[config.mk]
export PLATFORM = sky130hd
export DESIGN_NAME = pc_fetch
export DESIGN_NICKNAME = d
export VERILOG_FILES = /design/src/rtl/pc_fetch.sv
export SDC_FILE = /design/constraint.sdc
export NUM_CORES = 1
export LEC_CHECK = 0
export BUFFER_PORTS_ARGS = -buffer_cell sky130_fd_sc_hd__buf_2
export CORE_MARGIN = 3
export CORE_UTILIZATION = 30
export CTS_CLUSTER_SIZE = 40
export DETAILED_ROUTE_END_ITERATION = 7
export PLACE_DENSITY = 0.62
export SYNTH_ARGS = -nofsm -noshare
export SYNTH_HDL_FRONTEND = slang
export SYNTH_SLANG_ARGS = --single-unit
export TNS_END_PERCENT = 10
[constraint.sdc]
create_clock -name clk -period 6.6 [get_ports clk]
set_clock_uncertainty 0.15 [all_clocks]
set_input_delay 0.33 -clock clk [delete_from_list [all_inputs] [get_ports clk]]
set_output_delay 0.33 -clock clk [all_outputs]
set_load 0.05 [all_outputs]
[src/rtl/pc_fetch.sv]
// MIPS32 program counter and instruction fetch stage: req/ack fetch from imem, one-entry output register to decode.
// Optional ALIGN_CHECK_EN: misaligned redirects load FAULT_PC and set the sticky fetch_fault flag.
module pc_fetch #(
  parameter logic [31:0] RESET_PC = 32'h0000_0000,
  parameter logic [31:0] FAULT_PC = 32'h0000_0180
) (
  input  logic        clk,
  input  logic        rst_n,
  output logic        imem_req,
  output logic [31:0] imem_addr,
  input  logic        imem_ack,
  input  logic [31:0] imem_rdata,
  output logic        inst_valid,
  input  logic        inst_ready,
  output logic [31:0] inst_out,
  output logic [31:0] pc_out,
  output logic [31:0] pc_plus4,
  output logic [5:0]  j_order,
  input  logic        redirect_valid,
  input  logic [31:0] redirect_pc,
  output logic        fetch_fault
);

  typedef enum logic {S_REQ, S_OUT} state_e;

  state_e      state_q, state_d;
  logic [31:0] pc_q, pc_d;
  logic        req_q, req_d;
  logic        pend_q, pend_d;
  logic [31:0] pend_pc_q, pend_pc_d;
  logic [31:0] inst_q, inst_d;
  logic [31:0] pc_out_q, pc_out_d;
  logic        valid_q, valid_d;
  logic        fault_q, fault_d;

  logic [31:0] redir_tgt;
  logic        redir_bad;
  logic        ack_ok;

`ifdef ALIGN_CHECK_EN
  always_comb begin
    redir_bad = (redirect_pc[1:0] != 2'b00);
    redir_tgt = redir_bad ? FAULT_PC : redirect_pc;
  end
`else
  logic unused_cfg;
  always_comb begin
    redir_bad  = 1'b0;
    redir_tgt  = {redirect_pc[31:2], 2'b00};
    unused_cfg = ^{redirect_pc[1:0], FAULT_PC};
  end
`endif

  always_ff @(posedge clk) begin
    if (!rst_n) begin
      state_q   <= S_REQ;
      pc_q      <= RESET_PC;
      req_q     <= 1'b0;
      pend_q    <= 1'b0;
      pend_pc_q <= '0;
      inst_q    <= '0;
      pc_out_q  <= '0;
      valid_q   <= 1'b0;
      fault_q   <= 1'b0;
    end else begin
      state_q   <= state_d;
      pc_q      <= pc_d;
      req_q     <= req_d;
      pend_q    <= pend_d;
      pend_pc_q <= pend_pc_d;
      inst_q    <= inst_d;
      pc_out_q  <= pc_out_d;
      valid_q   <= valid_d;
      fault_q   <= fault_d;
    end
  end

  // req_q is registered so the request rises one edge after reset releases;
  // an ack is only meaningful while the request is actually visible.
  always_comb begin
    state_d   = state_q;
    pc_d      = pc_q;
    pend_d    = pend_q;
    pend_pc_d = pend_pc_q;
    inst_d    = inst_q;
    pc_out_d  = pc_out_q;
    valid_d   = valid_q;
    fault_d   = fault_q;
    ack_ok    = req_q & imem_ack;
    case (state_q)
      S_REQ: begin
        if (ack_ok) begin
          if (redirect_valid) begin
            pc_d    = redir_tgt;
            pend_d  = 1'b0;
            fault_d = fault_q | redir_bad;
          end else if (pend_q) begin
            pc_d   = pend_pc_q;
            pend_d = 1'b0;
          end else begin
            inst_d   = imem_rdata;
            pc_out_d = pc_q;
            valid_d  = 1'b1;
            pc_d     = pc_q + 32'd4;
            state_d  = S_OUT;
          end
        end else if (redirect_valid) begin
          pend_d    = 1'b1;
          pend_pc_d = redir_tgt;
          fault_d   = fault_q | redir_bad;
        end
      end
      S_OUT: begin
        if (redirect_valid) begin
          pc_d    = redir_tgt;
          valid_d = 1'b0;
          fault_d = fault_q | redir_bad;
          state_d = S_REQ;
        end else if (inst_ready) begin
          valid_d = 1'b0;
          state_d = S_REQ;
        end
      end
      default: state_d = S_REQ;
    endcase
    req_d = (state_d == S_REQ);
  end

  always_comb begin
    imem_req    = req_q;
    imem_addr   = pc_q;
    inst_valid  = valid_q;
    inst_out    = inst_q;
    pc_out      = pc_out_q;
    pc_plus4    = pc_out_q + 32'd4;
    j_order     = inst_q[31:26];
    fetch_fault = fault_q;
  end

endmodule

# After elaboration in Yosys (flattened, before gate mapping)
# Index checks and enable logic that the tools add are counted.
# word_totals
output_inout_bits	137
register_bits	130
# op_classes
n_reduce_logical	6
n_mux	19
n_eq_ne	5
n_bitwise	6
addsub	2
# op_table
cell	n
$mux 32	4
$add 32x3->32 const B	2
$pmux 32 s2	1
$mux 1	12
$ne 2x2->1 const B	4
$reduce_and 4->1	2
$not 1->1	5
$pmux 1 s2	2
$reduce_and 2->1	2
$ne 3x3->1 const B	1
$reduce_and 3->1	1
$reduce_bool 2->1	1
$and 1x1->1	1

# Logic depth before layout (Yosys ltp)
# Gate-level depths: netlist (run 1).
# logic_depth
ltp_word	5
ltp_mapped	8
mapped_depth_nobuf	6

# Worst setup path before layout (run 1)
# No wires, ideal clock.
# synth_timing
path_type	register -> output
from	register pc_out_q[2], in the netlist pc_out[2]
to	output pc_plus4[20]
required_ns	6.120
t_arrival_ns	2.687
n_path_buf	2
path_stages_with_launch	8
setup_slack_ns	3.433
path_cell_list	dfxtp_1 ha_1 and3_1 clkbuf_1 and3_1 clkbuf_1 nand3_1 xnor2_1
# synth_via
elab_chain_cells	1
# synth_lines
element	line_no	source
start: declaration	32	logic [31:0] pc_out_q, pc_out_d;
start signal: assignment	72	pc_out_q <= pc_out_d;
$add 32x3->32	135	pc_plus4 = pc_out_q + 32'd4;
end: declaration	17	output logic [31:0] pc_plus4,
# Every way passes these cells.

# Worst setup path in the final report (run 1)
# layout_timing
from	register pend_q
to	register inst_q[18], in the netlist inst_out[18]
# layout_via
elab_chain_cells	2
# layout_lines
element	line_no	source
start: declaration	29	logic pend_q, pend_d;
start signal: assignment	69	pend_q <= pend_d;
$not 1->1 (no source line)	n/a	
$reduce_and 4->1 (no source line)	n/a	
end signal: assignment	71	inst_q <= inst_d;
end: declaration	31	logic [31:0] inst_q, inst_d;
# Every way passes these cells.
# A chain may end at the register's enable or synchronous reset.

==> impl_metrics.json, run 1 <==
{
  "floorplan.rows": 51,
  "hold_viol": 0,
  "gp_congestion": 0.806,
  "whs_path_depth": 3,
  "routed.top_layer": "met5",
  "critPathRequiredTime_ns": 6.78,
  "num_vias": 6312,
  "tightest_slew_ns": 1.08,
  "ys_seq_elements": 126,
  "synth_area_leaders": "dfxtp_1, nand2_1, a21oi_1",
  "min_period_ns": 3.24,
  "arrival_ns": 3.42,
  "final_net_count": 1086,
  "antenna_cells": 0,
  "wl_met1_um": 9220,
  "synth_area_mm2": 0.00615,
  "layout-drive-gt1-share_pct": 24.5,
  "grt_pass1_wl_um": 31200,
  "drt_first_pass_iters": 5,
  "p_per_area_mw_per_mm2": 262,
  "wl_per_cell_um": 15.3,
  "synth_edf_count": 0,
  "hold_path.class": "in -> reg",
  "numCtsBuffers": 17,
  "grt_use_total_pct": 17.5,
  "clkTransAtPathRegs_ns": 0.06,
  "setup_tns_ns": 0,
  "grt_pass1_vias": 5710,
  "cts.sinks": 126,
  "gr-total-overflow": 0,
  "relSlewSlack_pct": 27.9,
  "worstRegToRegCells": 6,
  "ioPinCount": 206,
  "setup_viol": 0,
  "cts_resized": 0,
  "worstSetupPathType": "reg -> reg",
  "place_hpwl_um": 13700,
  "crit_fanout": 41,
  "synth_common_cells": "nand2_1, dfxtp_1, a21oi_1, clkbuf_1, nor2_1",
  "yosysUniqueCellTypes": 56,
  "remaining_drc_errors": 0,
  "portBuffers": 196,
  "start_kind": "flip-flop",
  "synth_largest_area_cell": "dfxtp_1",
  "nFillCells": 2047,
  "clock.fmax_ghz": 0.308,
  "cts_tree": "built",
  "drtIter0Drc": 489,
  "async_flop_share_pct": 0,
  "htreeDepth": 4,
  "placed_cell_area_mm2": 0.00722,
  "final_util_pct": 41.7,
  "cts_setup_buffers": 0,
  "rrSetupSlack_ns": 3.36,
  "min_period_over_period_pct": 49.1,
  "drv_cap": 0,
  "stdcell_area_mm2": 0.00824,
  "synth_ff_type": "dfxtp_1",
  "worstSetupEndpointType": "flip-flop",
  "die_y_um": 149,
  "final_cells": 1293,
  "synth.top_cell.area_share_pct": 41.0,
  "yosysSeqAreaShare_pct": 41.0,
  "vdd_ir_drop_max_uv": 137,
  "p_total_mw": 2.16,
  "antenna_found_initial": 2,
  "clock_path_buffers": 2,
  "yosysWarnings": 0,
  "syn_avg_cell_area_um2": 7.50,
  "grt_max_degree": 63,
  "ant_nets": 0,
  "drt-vias-per-instance": 4.88,
  "core_area_mm2": 0.0198,
  "start_util_pct": 31.1,
  "p_leak_nw": 3.47,
  "wirelength_um": 19800,
  "status": "finished clean",
  "yosysMostFrequentCell": "nand2_1",
  "rsz0062_at_grt": "false",
  "fp.dieW_um": 149,
  "syn_inst": 820,
  "slew_viol_final": 0,
  "clock_latency_ns": 0.41,
  "placed_cells": 1221,
  "fp.dieArea_mm2": 0.0222,
  "wl_met3_um": 1170,
  "wl_met2_um": 9060,
  "area_growth_pct": 34.1,
  "cts-root-buf": "clkbuf_16"
}
through the flow:
stage	hold slack (ns)	setup WS (ns)
floorplan	0.282	3.43
global placement	0.288	3.27
CTS	0.000227	3.30
detailed placement	0.293	3.21
finish	0.0186	3.36
global route	0.00564	3.06
cell type report:
class / count / area [µm²] / area share, %
flip-flops and latches: 126 / 2520 / 30.6
well taps: 265 / 332 / 4.02
clock buffers: 21 / 460 / 5.59
clock inverters: 11 / 164 / 1.99
multi-input cells: 618 / 3290 / 39.9
repair buffers: 244 / 1440 / 17.5
inverters: 8 / 31.3 / 0.380
cells by family (layout without fill, tap and decap cells):
family	Yosys count	after routing	share of synthesized area (%)
adders and majority gates	2	2	0.407
buffers and inverters	82	284	5.98
xor gates and xnor gates	40	40	5.70
AOI/OAI and AO/OA	205	205	19.7
DFF	126	126	41.0
other	1	7	0.0610
muxes	5	5	0.835
and+or+nand+nor	359	359	26.3
timing repair:
item	CTS	global route
hold buffers	40	0
hold endpoints to repair	40	0
setup endpoints to repair	0	0
final timing paths:
kind | endpoint | start
setup / recovery | inst_out[18] | pend_q
hold / removal | pend_pc_q[30] | redirect_pc[30]
setup reg to reg | inst_out[18] | pend_q
hold reg to reg | pend_pc_q[10] | pend_pc_q[10]
worst max-delay path, stage by stage (launching register included):
cell,delay (ns)
dfxtp_1,0.31
inv_1,0.55
nand2_1,0.50
nor2_4,0.97
buf_4,0.42
nand2_1,0.09
a21oi_1,0.14
metal layers:
metal,GRT usage (%),vias to the layer above
li1,-,3197
met1,24.4,2904
met2,26.5,182
met3,4.56,25
met4,5.63,4
met5,0,-
state kept, by name, summed over array words and instances (netlist names):
signal and count:
imem_addr 30, pend_q 1, inst_valid 1, inst_out 32
state_q 1, pend_pc_q 30, imem_req 1, pc_out 30
power by group:
part	internal [mW]	total (mW)	switching, mW
Clock	0.650	0.990	0.341
Combinational	0.102	0.332	0.230
Sequential	0.796	0.837	0.0409
Total	1.55	2.16	0.611
cells in the final DEF (no fill, tap or decap), types with 3 or more instances in the layout:
cell type / count
clkbuf_16: 17
o211a_1: 3
a21oi_1: 121
nor4_1: 7
a22o_1: 3
inv_1: 7
buf_2: 196
xnor2_1: 31
nand3_1: 24
o22ai_1: 4
conb_1: 7
and4_1: 6
a311oi_1: 5
a311o_1: 3
nand4_1: 13
nand2_1: 232
a21o_1: 3
buf_4: 8
mux2i_1: 4
nor3_1: 8
o21ai_0: 32
a221oi_1: 6
o211ai_1: 3
clkinv_2: 5
dfxtp_1: 126
a31o_2: 4
nor4b_1: 3
and3_1: 14
nor2_1: 32
dlygate4sd3_1: 40
a31oi_1: 3
a221o_1: 3
xor2_1: 9
bufinv_16: 4
and2_1: 5
(Power assumes the default switching activity.)
==> run 2, diff against run 1 <==
==> constraint.sdc (replaced) <==
create_clock -name clk -period 2.99 [get_ports clk]
set_clock_uncertainty 0.15 [all_clocks]
set_input_delay 0.1495 -clock clk [delete_from_list [all_inputs] [get_ports clk]]
set_output_delay 0.1495 -clock clk [all_outputs]
set_load 0.05 [all_outputs]
==> run 2 against run 1 <==
- setup slack lost 3.2 ns
- critical path depth unchanged
- routed wire length is 2.3% higher
- die area unchanged
- utilization is 2.0 points higher
- register-to-register slack lost 2.9 ns
- non-clock buffer count up 37
- cell area is 4.9% higher
- clock power up 140%
- hold slack improved by 0.062 ns
- clock-buffer cell count decreased by 4
- largest power group unchanged
==> impl_metrics.json, run 2 (synthesized netlist as in run 1, its figures left out) <==
{
  "worstRegToRegCells": 6,
  "wirelength_um": 20300,
  "switching_share_pct": 28.0,
  "status": "finished clean",
  "final_common_cell": "nand2_1",
  "core_area_mm2": 0.0198,
  "pwr-share-seq_pct": 37.1,
  "critPathMaxStageDelay_ns": 0.46,
  "antenna_found_initial": 1,
  "combPwrFrac_pct": 15.7,
  "ioPinCount": 206,
  "tightest_slew_ns": 1.03,
  "dp_slack_ns": 0.413,
  "gr-total-overflow": 0,
  "layout_common_cells": "nand2_1, buf_2, dfxtp_1",
  "setup_viol": 0,
  "die_y_um": 149,
  "hold_start": "rst_n",
  "internal_power_mw": 3.58,
  "cts_setup_buffers": 0,
  "placed_cells": 1233,
  "layout-drive-gt1-share_pct": 25.0,
  "p_total_mw": 4.97,
  "cts.sinks": 126,
  "setup_tns_ns": 0,
  "rr_startpoint": "state_q",
  "slew_viol_final": 0,
  "path_buf_inv": 1,
  "crit_fanout": 8,
  "vdd_ir_drop_max_uv": 364,
  "grt_max_degree": 48,
  "crit_cells": 6,
  "p_leak_nw": 3.65,
  "path_delay_family": "simple AND/OR/NAND/NOR gates",
  "hold_viol": 0,
  "fp.dieW_um": 149,
  "start_util_pct": 31.1,
  "whs_path_depth": 3,
  "worstSetupEndpointType": "output port",
  "min_period_over_period_pct": 93.0,
  "grt_pass1_vias": 5965,
  "drtIter0Drc": 313,
  "clock.fmax_ghz": 0.360,
  "arrival_ns": 2.48,
  "wl_per_cell_um": 15.2,
  "remaining_drc_errors": 0,
  "worstSetupPathType": "reg -> out",
  "ant_nets": 0,
  "portBuffers": 196,
  "drt_first_pass_iters": 4,
  "fp.dieArea_mm2": 0.0222,
  "gp_congestion": 0.840,
  "hold_path_end": "imem_addr[19]",
  "finalWorstSetupSlack_ns": 0.208,
  "path_cells": "ha_1 > and3_1 > and3_1 > nand3_1 > xnor2_1 > buf_2",
  "cpMaxStageDelayCell": "dfxtp_1",
  "area_growth_pct": 40.6,
  "cts_resized": 0,
  "largest_reg_flops": 32,
  "start_kind": "flip-flop",
  "regToRegEndpoint": "inst_out[27]",
  "floorplan.rows": 51,
  "pwr-share-clk_pct": 47.2,
  "rrSetupSlack_ns": 0.44,
  "final_cells": 1331,
  "cts_tree": "built",
  "cts-root-buf": "clkbuf_16",
  "place_hpwl_um": 14300,
  "clkTransAtPathRegs_ns": 0.06,
  "p_per_area_mw_per_mm2": 575,
  "relSlewSlack_pct": 31.0,
  "grt_use_total_pct": 17.6,
  "grt_pass1_wl_um": 31600,
  "p_sw_mw": 1.39,
  "cpMostUsedCell": "and3_1",
  "critPathRequiredTime_ns": 2.69,
  "drt-vias-per-instance": 4.91,
  "num_vias": 6534,
  "clock_latency_ns": 0.41,
  "htreeDepth": 4,
  "hold_path.class": "in -> reg",
  "rsz0062_at_grt": "false",
  "clock_path_buffers": 2,
  "numCtsBuffers": 17,
  "drv_cap": 0,
  "final_net_count": 1123,
  "min_period_ns": 2.78
}
## run 2: worst max path at each step
stage,start,to,slack (ns)
2_1_floorplan,pc_out[2],pc_plus4[22],0.003
3_3_place_gp,state_q,inst_out[15],0.46
3_5_place_dp,state_q,inst_out[6],0.41
4_1_cts,pc_out[2],pc_plus4[30],0.20
5_1_grt,pc_out[2],pc_plus4[30],0.06
6_report,pc_out[2],pc_plus4[30],0.21
## run 2: area by class of cell
type	count	area [µm²]
Fill cell	2028	11100
Multi-Input combinational cell	618	3290
Sequential cell	126	2520
Timing Repair Buffer	281	1790
Clock buffer	17	425
Tap cell	265	332
Clock inverter	15	244
Inverter	8	31.3
Antenna cell	1	2.50
## run 2: tightest hold or removal path, delay by kind of cell
family / cells / cell delay [ns]
AO/OA/AOI/OAI: 1 / 0.12
buffers and inverters: 2 / 0.31
## run 2: per-layer routing
layer | up-vias | GRT usage, % | routed length [µm]
met5 | - | 0 | 0
met4 | 0 | 5.68 | 385
met3 | 23 | 3.46 | 1140
met2 | 198 | 28.2 | 9360
met1 | 3044 | 24.0 | 9370
li1 | 3269 | - | -
## run 2: what timing repair did
| item | in CTS | in global routing |
|---|---|---|
| hold buffers | 65 | 0 |
| endpoints found under the setup margin | 0 | 0 |
| hold endpoints to repair | 82 | 0 |
## run 2: stage by stage
| stage | hold WS, ns | utilization, % | instance area (µm²) |
|---|---|---|---|
| 2_1_floorplan | 0.135 | - | 6170 |
| 3_3_place_gp | 0.240 | 37.0 | 7320 |
| 3_5_place_dp | 0.245 | 37.0 | 7320 |
| 4_1_cts | 0.0552 | 43.7 | 8640 |
| 5_1_grt | 0.0852 | 43.7 | 8640 |
| 6_report | 0.0803 | 43.7 | 8640 |
## run 2: power by group through the flow
stage | clock (mW) | combinational (mW) | sequential, mW
finish | 2.34 | 0.780 | 1.84
global route | 2.45 | 0.843 | 1.86
CTS | 2.40 | 0.783 | 1.84
detailed placement | 0 | 0.714 | 1.88
global placement | 0 | 0.709 | 1.88
floorplan | 0 | 0.348 | 2.03
